$ cat src/rtl/bcd_scan_pkg.sv
// bcd_scan_pkg
// Shared constants and helpers for the 4-digit BCD scan driver.
//   DIGITS  : number of display digits scanned
//   AN_OFF  : digit-enable pattern with every digit dark (active-low enables)
//   BCD_MAX : largest legal BCD nibble value
//   nib()   : selects the nibble of a packed 4-digit value addressed by a digit index
package bcd_scan_pkg;

    localparam int          DIGITS  = 4;
    localparam logic [3:0]  AN_OFF  = 4'b1111;
    localparam logic [3:0]  BCD_MAX = 4'd9;

    function automatic logic [3:0] nib(input logic [15:0] shd, input logic [1:0] idx);
        return shd[{idx, 2'b00} +: 4];
    endfunction

endpackage

$ cat src/rtl/bcd_scan_tick.sv
// bcd_scan_tick
// Prescaler that paces the digit scan. The counter runs 0..CLK_DIV-1 and
// wraps; tick is high for the single cycle in which the count is at its top.
// Ports:
//   clk  : system clock
//   rst  : synchronous active-high reset (count returns to 0)
//   tick : one-cycle pulse, once every CLK_DIV cycles
module bcd_scan_tick #(
    parameter int CLK_DIV = 50000
) (
    input  logic clk,
    input  logic rst,
    output logic tick
);

    localparam int CW = (CLK_DIV > 2) ? $clog2(CLK_DIV) : 1;

    logic [CW-1:0] cnt_q;
    logic [CW-1:0] cnt_d;

    always_comb begin
        tick  = (cnt_q == CW'(CLK_DIV - 1));
        cnt_d = tick ? '0 : cnt_q + CW'(1);
    end

    always_ff @(posedge clk) begin
        if (rst) begin
            cnt_q <= '0;
        end else begin
            cnt_q <= cnt_d;
        end
    end

endmodule

$ cat src/rtl/bcd_scan_mux.sv
// bcd_scan_mux
// Time-multiplexed scan driver for a 4-digit common-anode 7-segment display.
// Presents one digit at a time to the downstream bcd_dec decoder together
// with the matching active-low digit enable, adding leading-zero blanking,
// invalid-digit flagging and a one-cycle dark gap at every digit change.
// Ports:
//   clk       : system clock
//   rst       : synchronous active-high reset
//   digits_in : packed BCD value, [3:0] is digit 0 (rightmost)
//   load      : capture digits_in into the shadow register this edge
//   blank_lz  : enable leading-zero blanking (sampled every cycle)
//   bcd       : BCD nibble of the selected digit (driven even when dark)
//   an        : active-low digit enables, an[i] drives digit i
//   blank     : high when no digit is lit (gap, zero-blanked or invalid)
//   err       : high while the selected digit holds a nibble above 9
module bcd_scan_mux
    import bcd_scan_pkg::*;
#(
    parameter int CLK_DIV = 50000
) (
    input  logic        clk,
    input  logic        rst,
    input  logic [15:0] digits_in,
    input  logic        load,
    input  logic        blank_lz,
    output logic [3:0]  bcd,
    output logic [3:0]  an,
    output logic        blank,
    output logic        err
);

    logic        tick;

    logic [15:0] shd_q,   shd_d;
    logic [1:0]  idx_q,   idx_d;
    logic        gap_q,   gap_d;

    logic [3:0]  bcd_q,   bcd_d;
    logic [3:0]  an_q,    an_d;
    logic        blank_q, blank_d;
    logic        err_q,   err_d;

    logic [3:0]  n;
    logic        invalid;
    logic        lz;
    logic        off;

    // zero_from[i] is high when digit i and every digit above it are zero,
    // i.e. digit i would be a leading zero.
    logic [DIGITS-1:0] zero_from;

    bcd_scan_tick #(
        .CLK_DIV (CLK_DIV)
    ) u_tick (
        .clk  (clk),
        .rst  (rst),
        .tick (tick)
    );

    genvar gi;
    generate
        for (gi = 0; gi < DIGITS; gi++) begin : g_zero_from
            assign zero_from[gi] = ~|shd_q[4*DIGITS-1 : 4*gi];
        end
    endgenerate

    // Scan state: the digit index advances on tick, and the gap flag marks
    // the first output cycle of each new slot as dark. A load replaces the
    // shadow value without touching the scan position.
    always_comb begin
        shd_d = load ? digits_in : shd_q;
        idx_d = tick ? idx_q + 2'd1 : idx_q;
        gap_d = tick;
    end

    always_ff @(posedge clk) begin
        if (rst) begin
            shd_q <= 16'h0000;
            idx_q <= 2'd0;
            gap_q <= 1'b1;
        end else begin
            shd_q <= shd_d;
            idx_q <= idx_d;
            gap_q <= gap_d;
        end
    end

    // Output decode from the current scan state. Digit 0 is never
    // zero-blanked so an all-zero value still shows a single 0.
    always_comb begin
        n       = nib(shd_q, idx_q);
        invalid = (n > BCD_MAX);
        lz      = blank_lz && (idx_q != 2'd0) && zero_from[idx_q];
        off     = gap_q || lz || invalid;

        bcd_d   = n;
        an_d    = off ? AN_OFF : ~(4'b0001 << idx_q);
        blank_d = off;
        // An invalid nibble is not reported during the gap cycle, so err
        // lines up with the cycles the digit would otherwise be lit.
        err_d   = invalid && !gap_q;
    end

    always_ff @(posedge clk) begin
        if (rst) begin
            bcd_q   <= 4'h0;
            an_q    <= AN_OFF;
            blank_q <= 1'b1;
            err_q   <= 1'b0;
        end else begin
            bcd_q   <= bcd_d;
            an_q    <= an_d;
            blank_q <= blank_d;
            err_q   <= err_d;
        end
    end

    assign bcd   = bcd_q;
    assign an    = an_q;
    assign blank = blank_q;
    assign err   = err_q;

endmodule

$ cat config.mk
export PLATFORM = sky130hd
export DESIGN_NAME = bcd_scan_mux
export DESIGN_NICKNAME = d
export VERILOG_FILES = /design/src/rtl/bcd_scan_pkg.sv /design/src/rtl/bcd_scan_tick.sv /design/src/rtl/bcd_scan_mux.sv
export SDC_FILE = /design/constraint.sdc
export NUM_CORES = 1
export LEC_CHECK = 0
export CAP_MARGIN = 20
export CORE_MARGIN = 1.5
export CORE_UTILIZATION = 52
export DETAILED_ROUTE_END_ITERATION = 12
export PLACE_DENSITY = 0.76
export SKIP_LAST_GASP = 1
export SYNTH_ARGS = -nofsm -noshare
export SYNTH_HDL_FRONTEND = slang
export SYNTH_SLANG_ARGS = --single-unit
$ cat constraint.sdc
create_clock -name clk -period 2 [get_ports clk]
set_input_delay 0.3 -clock clk [delete_from_list [all_inputs] [get_ports clk]]
set_output_delay 0.3 -clock clk [all_outputs]
set_load 0.1 [all_outputs]
==> impl_metrics.json, run 1 <==
{
  "design.core.area_um2": 3360,
  "syn_area_um2": 1840,
  "dp_hpwl_um": 2630,
  "numCtsBuffers": 5,
  "fin_area_um2": 2200,
  "worst_pin_slew_ns": 0.353,
  "cts-htree-levels": 2,
  "finalSetupTns_ns": 0,
  "grt_usage_pct": 19.3,
  "avgSynthCellArea_um2": 10.2,
  "async_flop_share_pct": 0,
  "path_cells": "mux4_2 > o21ai_2 > nor3b_4 > nand3_1",
  "nets": 238,
  "grt_overflow": 0,
  "antenna_cells": 0,
  "pin_count": 30,
  "cp_max_fo": 7,
  "skew_ns": 0.00975,
  "vias_per_cell": 5.22,
  "ant_nets": 0,
  "min_period_over_period_pct": 88.5,
  "start_util_pct": 54.6,
  "grt_max_degree": 24,
  "period_minus_slack_ns": 1.77,
  "drt_first_pass_iters": 4,
  "drt_iter0_markers": 61,
  "finalSetupViolations": 0,
  "post_cts_buffers": 0,
  "critPathMaxStageDelay_ns": 0.58,
  "required_ns": 2.24,
  "gp_congestion": 0.825,
  "die_y_um": 62.4,
  "grt_pass1_vias": 1293,
  "area_growth_syn_to_layout_pct": 19.7,
  "worstHoldPathType": "reg2reg",
  "fp-row-count": 21,
  "crit_path_end_kind": "register",
  "status": "finished, final reports clean",
  "synth_most_common_cell": "dfxtp_1",
  "seq_area_frac_synth_pct": 49.1,
  "numClockSinks": 45,
  "p_per_area_nw_per_um2": 700,
  "synth_area_leaders": "dfxtp_1 (49%), mux2i_1 (9.3%), nor2_1 (7.4%)",
  "relSlewSlack_pct": 76.2,
  "ys_types": 29,
  "synth_commonest_cells": "dfxtp_1 (45), nor2_1 (36), mux2i_1 (17)",
  "die_area_um2": 3900,
  "clk-insertion-delay-late_ns": 0.36,
  "cts_root_buf": "clkbuf_4",
  "cts_tree": "built",
  "port_buffers": 29,
  "synthFlopType": "dfxtp_1",
  "drc": 0,
  "cp_slowest_cell": "mux4_2",
  "postPlaceCellArea_um2": 2150,
  "cts_buffer_depth": 2,
  "hold_viol": 0,
  "drive_gt1_share_pct": 11.2,
  "ir_worst_vdd_uv": 415,
  "antenna_found_initial": 0,
  "synth_seq_cells": 45,
  "vias": 1358,
  "cts_resized": 0,
  "max_freq_ghz": 0.565,
  "rsz0062_at_grt": "no",
  "hold_buffers": 0,
  "routed_wl_um": 3510,
  "startpoint_type": "register",
  "synth_edf_count": 0,
  "postSynthCellCount": 180,
  "clk_pin_slew_worst_paths_ns": 0.11,
  "die_w_um": 62.4,
  "p_leak_nw": 0.847,
  "synth_top_area_share_pct": 49.1,
  "arrival_ns": 2.01,
  "fillers": 282,
  "maxCapViolations": 0,
  "wl_per_cell_um": 13.5,
  "yosys.area.top_type": "dfxtp_1",
  "drv_slew": 0,
  "ys.warnings.count": 0,
  "crit_type": "reg2reg",
  "grt_pass1_wl_um": 5890,
  "syn_nets": 205
}
flip-flops by register name, summed over array words and instances, names as in the netlist:
register and count:
an 4, bcd 4, blank 1, err 1, gap_q 1, idx_q 2
shd_q 16, u_tick.cnt_q 16
cell families after synthesis:
family,Yosys count,synth area share [%]
mux,21,14.4
compound gates,4,1.50
simple gates,77,21.1
fa+ha+maj,5,3.41
buf+inv,13,3.41
flops,45,49.1
xor+xnor,15,7.16
layer usage:
layer / global-route usage (%) / routed length (um)
met5: 0 / 0
met4: 9.44 / 89
met3: 6.49 / 219
met2: 30.4 / 1630
met1: 23.6 / 1570
critical path: cells and delay by family (launching register included):
kind             cells  cell delay, ns
flip-flops           1            0.52
AND/OR/NAND/NOR      2            0.39
multiplexers         1            0.58
AO/OA/AOI/OAI        1            0.16
final timing paths:
path,start,endpoint,slack (ns),cells after the start
max,idx_q[0]$_SDFFE_PP0P_,an[1]$_SDFF_PP1_,0.23,4
max reg2reg,idx_q[0]$_SDFFE_PP0P_,an[1]$_SDFF_PP1_,0.23,4
min,u_tick.cnt_q[0]$_SDFF_PP0_,u_tick.cnt_q[0]$_SDFF_PP0_,0.47,1
min reg2reg,u_tick.cnt_q[0]$_SDFF_PP0_,u_tick.cnt_q[0]$_SDFF_PP0_,0.47,1
area by class of cell:
cell class / count / area [um2] / share of cell area, %
Sequential cell: 45 / 901 / 41.0
Multi-Input combinational cell: 122 / 872 / 39.7
Timing Repair Buffer: 33 / 295 / 13.4
Tap cell: 46 / 57.6 / 2.62
Clock buffer: 8 / 48.8 / 2.22
Inverter: 6 / 22.5 / 1.03
power by group:
| part | switching, mW | internal (mW) |
|---|---|---|
| Sequential | 0.0250 | 0.927 |
| Combinational | 0.0964 | 0.0829 |
| Clock | 0.267 | 0.140 |
layout by cell type, fill, tap and decap left out:
master            n
clkbuf_4          5
and3_1            1
xor2_1            2
mux4_2            3
nor3b_4           1
nand3_1           9
nand3b_1          1
nor2_1           36
nor4b_1           2
o21ai_0           1
dfxtp_1          45
mux4_1            1
nand2_1           4
and4b_1           1
ha_1              5
mux2i_1          17
nor4_1            8
nand4_1           4
buf_4            14
clkdlybuf4s50_1  19
clkbuf_1          3
o21ai_2           1
xnor2_1          13
a211o_1           1
nand2b_1          1
nor3_1            5
a21oi_1           1
nor2b_1           4
inv_1             6
per-stage QoR:
stage	cells	hold slack, ns	total power [mW]	setup slack [ns]	utilization (%)
2_1_floorplan	180	0.372	1.08	0.397	-
3_3_place_gp	252	0.443	1.15	0.323	63.9
3_5_place_dp	252	0.453	1.15	0.250	63.9
4_1_cts	260	0.479	1.54	0.230	65.3
5_1_grt	260	0.502	1.61	0.116	65.3
6_report	260	0.475	1.54	0.231	65.3
Note: power is estimated with default switching activity, not from simulation.
==> run 2: changes to the inputs <==
ABC_CLOCK_PERIOD_IN_PS = 2000   (was default)
==> results of run 2 <==
No change in the layout: final DEF, timing and power equal those of run 1.
